## src/rtl/ls_align_unit.sv

```systemverilog
// -----------------------------------------------------------------------------
// ls_align_unit
// Load/store alignment unit sitting between the MEM pipeline stage and the
// data cache. Loads are merged and sign/zero-extended, stores are lane-shifted
// with matching byte enables, and accesses that straddle a memory word are
// split into two memory transactions. The pipeline is held via BUSYWAIT.
//
// Parameters:
//   DATA_W : memory word / register width (32 or 64)
//   ADDR_W : byte address width
//
// Ports:
//   CLK, RESET      : clock, asynchronous active-high reset
//   MEM_READ/WRITE  : load/store request, held until BUSYWAIT is low
//   FUNC3           : RISC-V load/store funct3
//   ADDR, DATA2     : byte address and store data
//   DATA_OUT        : registered, refined load result
//   BUSYWAIT        : pipeline stall
//   mem_*           : registered memory-side request, mem_rdata/mem_busywait in
//   MISALIGN        : (only with MISALIGN_TRAP_EN) high during DONE of a trapped
//                     misaligned request
//
// Build option: define MISALIGN_TRAP_EN to trap word-crossing accesses instead
// of splitting them.
// -----------------------------------------------------------------------------
`timescale 1ns/1ps
module ls_align_unit #(
    parameter int DATA_W = 32,
    parameter int ADDR_W = 32
) (
    input  logic                CLK,
    input  logic                RESET,
    input  logic                MEM_READ,
    input  logic                MEM_WRITE,
    input  logic [2:0]          FUNC3,
    input  logic [ADDR_W-1:0]   ADDR,
    input  logic [DATA_W-1:0]   DATA2,
    output logic [DATA_W-1:0]   DATA_OUT,
    output logic                BUSYWAIT,
    output logic                mem_read,
    output logic                mem_write,
    output logic [ADDR_W-1:0]   mem_addr,
    output logic [DATA_W-1:0]   mem_wdata,
    output logic [DATA_W/8-1:0] mem_byteen,
    input  logic [DATA_W-1:0]   mem_rdata,
    input  logic                mem_busywait
`ifdef MISALIGN_TRAP_EN
    ,
    output logic                MISALIGN
`endif
);

    localparam int B     = DATA_W / 8;
    localparam int OFF_W = $clog2(B);

    typedef enum logic [1:0] {
        IDLE = 2'd0,
        ACC1 = 2'd1,
        ACC2 = 2'd2,
        DONE = 2'd3
    } state_t;

    state_t              state_r;
    state_t              state_next;

    // request captured in IDLE and used for the rest of the operation
    logic                store_r;
    logic [2:0]          func3_r;
    logic [ADDR_W-1:0]   addr_r;
    logic [DATA_W-1:0]   data2_r;
    logic [DATA_W-1:0]   hold_r;

    // request view: live inputs in IDLE, latched copy afterwards
    logic                req_store_s;
    logic [2:0]          req_func3_s;
    logic [ADDR_W-1:0]   req_addr_s;
    logic [DATA_W-1:0]   req_data2_s;

    logic [OFF_W-1:0]    off_s;
    logic [3:0]          size_s;
    logic [4:0]          sum_s;
    logic                split_s;
    logic                legal_s;
    logic [2*B-1:0]      mask_s;
    logic [2*B-1:0]      lanes_s;
    logic [2*DATA_W-1:0] wide_wdata_s;
    logic [ADDR_W-1:0]   base_addr_s;
    logic [ADDR_W-1:0]   next_addr_s;

    logic                busywait_s;
    logic                mem_read_n;
    logic                mem_write_n;
    logic [ADDR_W-1:0]   mem_addr_n;
    logic [DATA_W-1:0]   mem_wdata_n;
    logic [B-1:0]        mem_byteen_n;

    // Legal funct3 encodings; ld/lwu/sd only exist on the 64-bit variant.
    function automatic logic f3_legal(input logic store, input logic [2:0] f3);
        logic ok;
        if (store) begin
            case (f3)
                3'b000, 3'b001, 3'b010: ok = 1'b1;
                3'b011:                 ok = (DATA_W == 64);
                default:                ok = 1'b0;
            endcase
        end else begin
            case (f3)
                3'b000, 3'b001, 3'b010, 3'b100, 3'b101: ok = 1'b1;
                3'b011, 3'b110:                         ok = (DATA_W == 64);
                default:                                ok = 1'b0;
            endcase
        end
        return ok;
    endfunction

    // Shift the {second, first} word pair down to the access offset and extend.
    function automatic logic [DATA_W-1:0] refine(input logic [2*DATA_W-1:0] pair,
                                                 input logic [OFF_W-1:0]    off,
                                                 input logic [2:0]          f3);
        logic [DATA_W-1:0] raw;
        logic [DATA_W-1:0] res;
        int                nbits;
        logic              sgn;
        logic              fill;
        raw = DATA_W'(pair >> {off, 3'b000});
        case (f3)
            3'b000:  begin nbits = 8;      sgn = 1'b1; end
            3'b001:  begin nbits = 16;     sgn = 1'b1; end
            3'b010:  begin nbits = 32;     sgn = 1'b1; end
            3'b100:  begin nbits = 8;      sgn = 1'b0; end
            3'b101:  begin nbits = 16;     sgn = 1'b0; end
            3'b110:  begin nbits = 32;     sgn = 1'b0; end
            default: begin nbits = DATA_W; sgn = 1'b0; end
        endcase
        fill = 1'b0;
        for (int i = 0; i < DATA_W; i++) begin
            fill = (i == nbits - 1) ? (sgn & raw[i]) : fill;
        end
        for (int i = 0; i < DATA_W; i++) begin
            res[i] = (i < nbits) ? raw[i] : fill;
        end
        return res;
    endfunction

    // Select the request fields the current cycle should work from.
    always_comb begin
        if (state_r == IDLE) begin
            req_store_s = MEM_WRITE;   // store wins when both strobes are high
            req_func3_s = FUNC3;
            req_addr_s  = ADDR;
            req_data2_s = DATA2;
        end else begin
            req_store_s = store_r;
            req_func3_s = func3_r;
            req_addr_s  = addr_r;
            req_data2_s = data2_r;
        end
    end

    // Access geometry: offset, size, word-crossing, lane masks and shifted data.
    always_comb begin
        off_s = req_addr_s[OFF_W-1:0];
        case (req_func3_s[1:0])
            2'b00:   size_s = 4'd1;
            2'b01:   size_s = 4'd2;
            2'b10:   size_s = 4'd4;
            default: size_s = 4'd8;
        endcase
        sum_s   = 5'(off_s) + 5'(size_s);
        split_s = (sum_s > 5'(B));
        mask_s  = '0;
        for (int i = 0; i < 2 * B; i++) begin
            mask_s[i] = (i < int'(size_s));
        end
        // low half of the shifted pair serves ACC1, high half serves ACC2
        lanes_s      = mask_s << off_s;
        wide_wdata_s = {{DATA_W{1'b0}}, req_data2_s} << {off_s, 3'b000};
        base_addr_s  = {req_addr_s[ADDR_W-1:OFF_W], {OFF_W{1'b0}}};
        next_addr_s  = base_addr_s + ADDR_W'(B);
        legal_s      = f3_legal(req_store_s, req_func3_s);
    end

    // State register.
    always_ff @(posedge CLK or posedge RESET) begin
        if (RESET) begin
            state_r <= IDLE;
        end else begin
            state_r <= state_next;
        end
    end

    // Next-state logic.
    always_comb begin
        state_next = state_r;
        case (state_r)
            IDLE: begin
                if (MEM_READ || MEM_WRITE) begin
                    if (!legal_s) begin
                        state_next = DONE;
`ifdef MISALIGN_TRAP_EN
                    end else if (split_s) begin
                        state_next = DONE;
`endif
                    end else begin
                        state_next = ACC1;
                    end
                end else begin
                    state_next = IDLE;
                end
            end
            ACC1: begin
                if (mem_busywait) begin
                    state_next = ACC1;
                end else if (split_s) begin
                    state_next = ACC2;
                end else begin
                    state_next = DONE;
                end
            end
            ACC2: begin
                if (mem_busywait) begin
                    state_next = ACC2;
                end else begin
                    state_next = DONE;
                end
            end
            DONE:    state_next = IDLE;
            default: state_next = IDLE;
        endcase
    end

    // Output logic: stall now, and the memory request for the coming state.
    always_comb begin
        busywait_s   = 1'b0;
        mem_read_n   = 1'b0;
        mem_write_n  = 1'b0;
        mem_addr_n   = '0;
        mem_wdata_n  = '0;
        mem_byteen_n = '0;
        case (state_r)
            IDLE:       busywait_s = MEM_READ | MEM_WRITE;
            ACC1, ACC2: busywait_s = 1'b1;
            DONE:       busywait_s = 1'b0;
            default:    busywait_s = 1'b0;
        endcase
        case (state_next)
            ACC1: begin
                mem_read_n   = ~req_store_s;
                mem_write_n  = req_store_s;
                mem_addr_n   = base_addr_s;
                mem_byteen_n = lanes_s[B-1:0];
                mem_wdata_n  = wide_wdata_s[DATA_W-1:0];
            end
            ACC2: begin
                mem_read_n   = ~req_store_s;
                mem_write_n  = req_store_s;
                mem_addr_n   = next_addr_s;
                mem_byteen_n = lanes_s[2*B-1:B];
                mem_wdata_n  = wide_wdata_s[2*DATA_W-1:DATA_W];
            end
            default: begin
                mem_read_n = 1'b0;
            end
        endcase
    end

    assign BUSYWAIT = busywait_s;

    // Memory-side request registers; reset drops the strobes immediately.
    always_ff @(posedge CLK or posedge RESET) begin
        if (RESET) begin
            mem_read   <= 1'b0;
            mem_write  <= 1'b0;
            mem_addr   <= '0;
            mem_wdata  <= '0;
            mem_byteen <= '0;
        end else begin
            mem_read   <= mem_read_n;
            mem_write  <= mem_write_n;
            mem_addr   <= mem_addr_n;
            mem_wdata  <= mem_wdata_n;
            mem_byteen <= mem_byteen_n;
        end
    end

    // Request latch, first-word hold and load result register.
    always_ff @(posedge CLK or posedge RESET) begin
        if (RESET) begin
            store_r  <= 1'b0;
            func3_r  <= 3'b000;
            addr_r   <= '0;
            data2_r  <= '0;
            hold_r   <= '0;
            DATA_OUT <= '0;
        end else begin
            if ((state_r == IDLE) && (MEM_READ || MEM_WRITE)) begin
                store_r <= MEM_WRITE;
                func3_r <= FUNC3;
                addr_r  <= ADDR;
                data2_r <= DATA2;
            end
            if ((state_r == ACC1) && !mem_busywait) begin
                hold_r <= mem_rdata;
            end
            // IDLE straight to DONE means no access was made: result is zero
            if ((state_r == IDLE) && (state_next == DONE)) begin
                DATA_OUT <= '0;
            end else if ((state_next == DONE) && !req_store_s && (state_r == ACC2)) begin
                DATA_OUT <= refine({mem_rdata, hold_r}, off_s, req_func3_s);
            end else if ((state_next == DONE) && !req_store_s && (state_r == ACC1)) begin
                DATA_OUT <= refine({{DATA_W{1'b0}}, mem_rdata}, off_s, req_func3_s);
            end
        end
    end

`ifdef MISALIGN_TRAP_EN
    logic misalign_r;

    // Flag is high only for the DONE cycle that follows a trapped request.
    always_ff @(posedge CLK or posedge RESET) begin
        if (RESET) begin
            misalign_r <= 1'b0;
        end else begin
            misalign_r <= (state_r == IDLE) && (MEM_READ || MEM_WRITE) && legal_s && split_s;
        end
    end

    assign MISALIGN = misalign_r;
`endif

endmodule

```

## config.mk

```make
export PLATFORM = sky130hd
export DESIGN_NAME = ls_align_unit
export DESIGN_NICKNAME = d
export VERILOG_FILES = /design/src/rtl/ls_align_unit.sv
export SDC_FILE = /design/constraint.sdc
export NUM_CORES = 1
export LEC_CHECK = 0
export CORE_ASPECT_RATIO = 0.7
export CORE_MARGIN = 1.5
export CORE_UTILIZATION = 58
export CTS_CLUSTER_DIAMETER = 80
export DETAILED_ROUTE_END_ITERATION = 16
export PLACE_DENSITY = 0.86
export SLEW_MARGIN = 25
export SYNTH_ARGS = -nofsm -noshare
export SYNTH_HDL_FRONTEND = slang
export SYNTH_SLANG_ARGS = --single-unit
```

## constraint.sdc

```tcl
create_clock -name CLK -period 17.23 [get_ports CLK]
set_clock_uncertainty 0.1 [all_clocks]
set_input_delay 3.446 -clock CLK [delete_from_list [all_inputs] [get_ports CLK]]
set_output_delay 3.446 -clock CLK [all_outputs]
set_load 0.03 [all_outputs]
```

After elaboration in Yosys (flattened, before gate mapping) --
Index checks and enable logic that the tools add are counted.
Word-level totals: register bits after elaboration 204, input port bits 104, output and inout port bits 103, word-level logic and storage cells 416
Operators by class: add/subtract/negate cells 4, order comparisons 73, equality and inequality tests 74, shifts and indexed selects 4, multiplexer cells 162, bitwise operators 66, reduce and logical (&&, ||, !) cells 21
Operators by type and width (number):
- == test 6 x 32 -> 1 bit (first input constant) | 32
- < comparator 6 x 32 -> 1 bit (first input constant) | 32
- == test 5 x 32 -> 1 bit (first input constant) | 16
- < comparator 5 x 32 -> 1 bit (first input constant) | 16
- 2-to-1 mux 32 bit | 10
- == test 4 x 32 -> 1 bit (first input constant) | 8
- < comparator 4 x 32 -> 1 bit (first input constant) | 8
- 2-to-1 mux 1 bit | 141
- == test 3 x 32 -> 1 bit (first input constant) | 4
- < comparator 3 x 32 -> 1 bit (first input constant) | 4
- case mux 32 bit (2 select lines) | 2
- AND 1 bit | 64
- == test 2 x 32 -> 1 bit (first input constant) | 2
- logical NOT 32 bit | 2
- < comparator 1 x 32 -> 1 bit (first input constant) | 2
- < comparator 2 x 32 -> 1 bit (first input constant) | 2
- << shifter 32 x 5 -> 64 bit | 1
- right shift 64 x 5 -> 32 bit | 1
- subtractor 32 x 2 -> 32 bit (second input constant) | 2
- adder 32 x 3 -> 32 bit (second input constant) | 1
- right shift 32 x 5 -> 32 bit | 1
- < comparator 3 x 4 -> 1 bit (first input constant) | 4
- case mux 4 bit (3 select lines) | 1
- case mux 6 bit (2 select lines) | 1
- 26 further kinds | 47

Longest topological paths before layout --
Gate-level depths: netlist (run 1).
depth in word-level cells 53, depth in mapped cells 18

Least setup slack after synthesis (run 1) --
OpenSTA, ideal clock, no wires.
path type input to output, start in MEM_WRITE, end out BUSYWAIT, data arrival time 4.766 ns, data required time 13.684 ns, slack 8.918 ns, cell stages on the path 5, path buffers 2, cells stage by stage clkbuf_1 nor2_1 nor2_1 clkbuf_1 a21o_1
Between the ends: cells in the longest elaborated chain, start to end 2
Ends and longest elaborated chain:
- from (decl) | line 34 | input logic MEM_WRITE,
- OR 1 bit | line 241 | IDLE: busywait_s = MEM_READ | MEM_WRITE;
- case mux 1 bit (3 select lines) | line 240 | case (state_r)
- to (decl) | line 39 | output logic BUSYWAIT,
No other way between the ends.

Worst setup path in the final report (run 1) --
Ends and elaborated chain as after synthesis.

==> results.json, run 1 <==
{
  "grt_pass1_vias": 10629,
  "period_minus_slack_ns": 8.734,
  "arrival_ns": 5.19,
  "tightestPinTransition_ns": 0.9891,
  "p_clk_share_pct": 13.3,
  "p_per_area_mw_per_mm2": 217.7,
  "worstSetupPathType": "input pin to output port",
  "synthMuxAreaShare_pct": 14.88,
  "rsz0062_at_grt": "false",
  "leakage_uw": 0.006518,
  "cts-buffers-inserted": 20,
  "worst_path_most_repeated_cell": "clkdlybuf4s50_1",
  "status": "completed",
  "clk_pin_slew_worst_paths_ns": 0.06,
  "synth_compound_area_share_pct": 16.03,
  "die-area_mm2": 0.02146,
  "cts_tree": "built",
  "hold_path.class": "flip-flop to flip-flop",
  "peakVddDrop_mv": 0.1316,
  "place_area_mm2": 0.01401,
  "yosysSeqAreaShare_pct": 42.35,
  "via_per_inst": 6.376,
  "place_hpwl_um": 23910,
  "grt_pass1_wl_um": 56750,
  "cp_num_buf_inv": 2,
  "synth_top_area_share_pct": 42.35,
  "switching_share_pct": 48.11,
  "wire_per_inst_um": 21.02,
  "slowest_stage": "clkdlybuf4s50_1",
  "syn_inst": 1302,
  "start_util_pct": 59.79,
  "path_cells": "clkdlybuf4s50_1 -> nor2_1 -> nor2_4 -> a21o_1 -> clkdlybuf4s50_1",
  "post_cts_buffers": 0,
  "synthTopCellsByArea": "dfrtp_1 42%, nand2_1 10%, mux2_2 7.1%, mux2i_1 6.9%, a21oi_1 2.5%",
  "grt_overflow": 0,
  "crit_family": "buffers and inverters",
  "die_x_um": 174.5,
  "drt_iter0_drc": 1589,
  "period_share_pct": 50.69,
  "firstDrtPassIters": 7,
  "final_cells": 1730,
  "drt-total-wl_um": 36370,
  "finalSetupTns_ns": 0,
  "startpoint_type": "input pin",
  "clock_path_buffers": 3,
  "synthSimpleGateAreaFrac_pct": 20.35,
  "dp.cells": 1697,
  "diodes": 0,
  "h-tree-depth": 1,
  "rows": 43,
  "synth.distinct_cells": 80,
  "syn_area_mm2": 0.01194,
  "max_stage_delay_ns": 0.59,
  "core_area_mm2": 0.01996,
  "fill_cells": 1410,
  "drive_gt1_share_pct": 12.26,
  "max_cap_viol_count": 0,
  "nets": 1560,
  "track_usage_pct": 33.52,
  "grt_max_degree": 135,
  "synth-edff-count": 0,
  "antenna_found_initial": 0,
  "worstSetupEndpointType": "output port",
  "drc": 0,
  "synthFlopType": "dfrtp_1",
  "cts_sinks": 202,
  "critPathMaxFanout": 7,
  "yosys.area_share.adder_pct": 0.6919,
  "hold_viol": 0,
  "combinationalPowerShare_pct": 60.9,
  "synth-xor-area-share_pct": 1.248,
  "postCtsHoldBufs": 0,
  "syn_to_final_growth_pct": 22.97,
  "async_reset_ff_share_pct": 100.0,
  "clockRootBuffer": "clkbuf_16",
  "required_ns": 13.68,
  "fmax_mhz": 114.5,
  "avgSynthCellArea_um2": 9.167,
  "finalSetupViolCount": 0,
  "whs_ns": 0.3756,
  "slew_violations": 0,
  "via_count": 11031,
  "p_int_uw": 1658,
  "ys_warn_count": 0,
  "portBuffers": 204,
  "worstSkewPairLatency_ns": 0.50,
  "cts_resized": 0,
  "synth_seq_cells": 202,
  "p_seq_share_pct": 25.8,
  "p_sw_uw": 1538,
  "ios": 207,
  "yosysTopAreaCell": "dfrtp_1",
  "synth_top_family_by_area": "simple AND/OR/NAND/NOR gates",
  "slew_headroom_pct": 33.75,
  "ant_nets": 0,
  "die_h_um": 123.0,
  "fin_area_mm2": 0.01468,
  "gp_congestion": 0.9284
}
==> flip-flops by register name (all words and copies together), names as in the netlist, 2 cells and up <==
name,flops
DATA_OUT,32
addr_r,32
data2_r,32
hold_r,32
mem_wdata,32
mem_addr,30
mem_byteen,4
func3_r,3
state_r,2
==> area by class of cell <==
type                    instances  area, µm²  area share, %
multi-input cells             988       6415          43.71
flip-flops and latches        202       5055          34.44
well taps                     270      337.8          2.302
clock buffers                  31      613.1          4.177
inverters                      21      91.34         0.6223
clock inverters                 1      5.005        0.03410
repair buffers                217       2160          14.71
==> power groups by stage <==
stage / Clock (µW) / Combinational [µW] / Sequential (µW)
6_report: 425 / 1950 / 825
3_5_place_dp: 0 / 1880 / 824
3_3_place_gp: 0 / 1820 / 818
4_1_cts: 428 / 1890 / 820
5_1_grt: 446 / 2080 / 846
2_1_floorplan: 0 / 1250 / 927
==> placed cells by master (no fill, tap or decap), types with 10 or more instances in the layout <==
| cell type | n |
|---|---|
| a21oi_1 | 60 |
| nand2_1 | 326 |
| a32oi_1 | 10 |
| and2_1 | 11 |
| a211oi_1 | 13 |
| clkbuf_16 | 21 |
| nor2b_1 | 10 |
| xor2_1 | 10 |
| inv_1 | 16 |
| nor3_1 | 16 |
| a31oi_1 | 24 |
| o22ai_1 | 19 |
| dfrtp_1 | 202 |
| clkdlybuf4s50_1 | 204 |
| a21o_1 | 11 |
| mux2i_1 | 82 |
| o211ai_2 | 11 |
| buf_4 | 12 |
| o21ai_0 | 19 |
| and3_1 | 15 |
| nor2_1 | 77 |
| nand3_1 | 44 |
| mux2_2 | 75 |
==> synthesized netlist by cell type, types with 6 or more instances <==
library cell / instances
a211oi_1: 13
a21boi_0: 6
a21o_1: 11
a21oi_1: 60
a221o_1: 8
a221oi_1: 8
a22oi_1: 9
a31o_2: 6
a31oi_1: 24
a32oi_1: 10
and2_1: 11
and3_1: 15
buf_1: 10
buf_2: 22
buf_6: 7
clkbuf_1: 48
dfrtp_1: 202
inv_1: 17
mux2_2: 75
mux2i_1: 82
nand2_1: 326
nand3_1: 44
nand3b_1: 7
nand4_1: 6
nor2_1: 78
nor2b_1: 10
nor3_1: 16
o211ai_2: 11
o21ai_0: 20
o221ai_1: 8
o22ai_1: 19
o2bb2ai_1: 8
o32ai_1: 9
xnor2_1: 7
xor2_1: 10
==> worst min-delay path: cells and delay by family (launching register included) <==
family	cells	cell delay (ns)
flip-flops	1	0.34
AND/OR/NAND/NOR	2	0.11
==> through the flow <==
step,power [µW],worst slack [ns],utilization [%]
3_3_place_gp,2640,8.572,70.20
4_1_cts,3140,8.524,73.30
5_1_grt,3374,8.455,73.53
2_1_floorplan,2179,8.173,-
6_report,3196,8.496,73.53
3_5_place_dp,2700,8.543,70.20
==> per-layer routing <==
metal | up-vias | global-route usage, % | part of all wire [%]
met5 | - | 0 | 0
met4 | 0 | 10.34 | 2.7
met3 | 104 | 8.057 | 12
met1 | 5263 | 48.17 | 42
met2 | 752 | 50.37 | 43
li1 | 4912 | - | -
==> final timing paths <==
path	from	end	slack, ns	cells after the start
min in group asynchronous	RESET	addr_r[2]	3.20	2
hold / removal	addr_r[31]	addr_r[31]	0.38	2
max in group asynchronous	RESET	data2_r[6]	12.66	3
setup / recovery	MEM_WRITE	BUSYWAIT	8.50	5
setup reg to reg	state_r[0]	mem_addr[11]	11.22	11
hold reg to reg	addr_r[31]	addr_r[31]	0.38	2
==> logic make-up after synthesis <==
logic type                 Yosys count
AOI/OAI and AO/OA                  258
muxes                              163
adders and majority gates            6
DFF                                202
xor gates and xnor gates            17
buffers and inverters              113
and+or+nand+nor                    542
other                                1
Note: power is estimated with default switching activity, not from simulation.
==> inputs of run 2 (changes only) <==
--- a/config.mk
+++ b/config.mk
@@ -7,10 +7,10 @@
 export LEC_CHECK = 0
 export CORE_ASPECT_RATIO = 0.7
 export CORE_MARGIN = 1.5
-export CORE_UTILIZATION = 58
+export CORE_UTILIZATION = 54
 export CTS_CLUSTER_DIAMETER = 80
 export DETAILED_ROUTE_END_ITERATION = 16
-export PLACE_DENSITY = 0.86
+export PLACE_DENSITY = 0.81
 export SLEW_MARGIN = 25
 export SYNTH_ARGS = -nofsm -noshare
 export SYNTH_HDL_FRONTEND = slang
==> constraint.sdc (replaced) <==
create_clock -name CLK -period 9.2 [get_ports CLK]
set_clock_uncertainty 0.1 [all_clocks]
set_input_delay 1.84 -clock CLK [delete_from_list [all_inputs] [get_ports CLK]]
set_output_delay 1.84 -clock CLK [all_outputs]
set_load 0.03 [all_outputs]
==> results.json, run 2 (same netlist as run 1, synthesis figures left out) <==
{
  "cts_tree": "built",
  "slew_headroom_pct": 33.32,
  "hold_viol": 0,
  "grt_pass1_wl_um": 56970,
  "worstSetupEndpointType": "flip-flop",
  "finalSetupTns_ns": 0,
  "clockRootBuffer": "clkbuf_16",
  "combinationalPowerShare_pct": 59.8,
  "antenna_found_initial": 0,
  "max_cap_viol_count": 0,
  "post_cts_buffers": 0,
  "clk_pin_slew_worst_paths_ns": 0.06,
  "arrival_ns": 6.72,
  "p_per_area_mw_per_mm2": 410.2,
  "portBuffers": 204,
  "die-area_mm2": 0.02302,
  "required_ns": 9.51,
  "cts_sinks": 202,
  "via_per_inst": 6.216,
  "via_count": 10841,
  "hold_path.class": "flip-flop to flip-flop",
  "multi_input_area_mm2": 0.006424,
  "firstDrtPassIters": 6,
  "ios": 207,
  "rows": 45,
  "drc": 0,
  "worstSkewPairLatency_ns": 0.50,
  "drive_gt1_share_pct": 12.45,
  "grt_overflow": 0,
  "leakage_uw": 0.006529,
  "fin_util_pct": 68.04,
  "fmax_mhz": 155.9,
  "period_share_pct": 69.73,
  "worstSetupPathType": "input pin to flip-flop",
  "drt_iter0_drc": 1361,
  "p_clk_share_pct": 14.6,
  "p_seq_share_pct": 25.6,
  "startpoint_type": "input pin",
  "nets": 1558,
  "core_area_mm2": 0.02168,
  "start_util_pct": 55.06,
  "peakVddDrop_mv": 0.2335,
  "grt_max_degree": 144,
  "h-tree-depth": 1,
  "p_total_uw": 6050,
  "diodes": 0,
  "layout_common_cells": "326 x nand2_1, 204 x clkdlybuf4s50_1, 202 x dfrtp_1, 82 x mux2i_1, 77 x nor2_1",
  "period_minus_slack_ns": 6.415,
  "finalSetupViolCount": 0,
  "fill_cells": 1694,
  "whs_ns": 0.3739,
  "gp_congestion": 0.9377,
  "p_sw_uw": 2884,
  "place_hpwl_um": 24420,
  "rsz0062_at_grt": "false",
  "wire_per_inst_um": 20.67,
  "clock_path_buffers": 3,
  "die_x_um": 180.7,
  "syn_to_final_growth_pct": 23.58,
  "cts_resized": 0,
  "switching_share_pct": 47.67,
  "cts-buffers-inserted": 21,
  "p_int_uw": 3166,
  "drt-total-wl_um": 36040,
  "grt_pass1_vias": 10369,
  "track_usage_pct": 31.19,
  "status": "completed",
  "postCtsHoldBufs": 0,
  "critPathMaxFanout": 80,
  "regArea_mm2": 0.005055,
  "die_h_um": 127.4,
  "layout_commonest_cell": "nand2_1",
  "ant_nets": 0,
  "tightestPinTransition_ns": 0.9935,
  "slew_violations": 0
}
run 2: changes by cell type in the layout (fill, tap and decap cells not counted), sizes merged:
cell / before / now
buf: 13 / 10
bufinv: 0 / 3
clkbuf: 31 / 27
clkinv: 2 / 6
clkinvlp: 0 / 3
inv: 20 / 19
run 2: worst paths after layout:
kind / startpoint / endpoint / slack [ns] / cells past startpoint
max reg2reg: state_r[0] / mem_addr[11] / 3.40 / 11
min: addr_r[20] / addr_r[20] / 0.37 / 2
max: ADDR[1] / mem_addr[11] / 2.78 / 10
min in group asynchronous: RESET / addr_r[2] / 1.76 / 2
max in group asynchronous: RESET / hold_r[25] / 5.94 / 3
min reg2reg: addr_r[20] / addr_r[20] / 0.37 / 2
run 2: power by group through the flow:
stage,combinational [µW],clock [µW],sequential [µW]
4_1_cts,3550,892,1540
3_5_place_dp,3530,0,1550
5_1_grt,3900,930,1590
3_3_place_gp,3420,0,1540
6_report,3620,885,1550
2_1_floorplan,2340,0,1740
run 2: layout make-up:
| type | count | share of cell area (%) |
|---|---|---|
| clock buffers | 27 | 3.851 |
| flip-flops and latches | 202 | 34.27 |
| repair buffers | 214 | 14.35 |
| clock inverters | 10 | 0.9247 |
| inverters | 21 | 0.6532 |
| well taps | 282 | 2.392 |
| multi-input cells | 988 | 43.55 |
run 2: stage by stage:
stage	cell area (µm²)	worst slack, ns	instances
finish	14750	2.785	1744
global route	14750	2.537	1744
CTS	14730	2.838	1744
detailed placement	14020	2.346	1707
global placement	14010	2.480	1707
floorplan	11940	1.749	1303
run 2: layer usage:
metal / GRT usage (%) / wire length [µm] / vias up / part of all wire (%)
met3: 7.982 / 3859 / 82 / 11
met1: 45.69 / 15730 / 5259 / 44
met5: 0 / 0 / - / 0
met4: 8.502 / 930 / 0 / 2.6
li1: - / - / 4900 / -
met2: 45.81 / 15520 / 600 / 43
run 2: worst max-delay path: stages:
cell,delay (ns)
clkdlybuf4s50_1,0.52
mux2_4,0.64
clkinv_4,0.67
fa_1,0.64
nor2b_1,0.17
nor3b_1,0.43
o32a_2,0.35
nand3_2,0.69
or3_1,0.62
o211ai_1,0.10
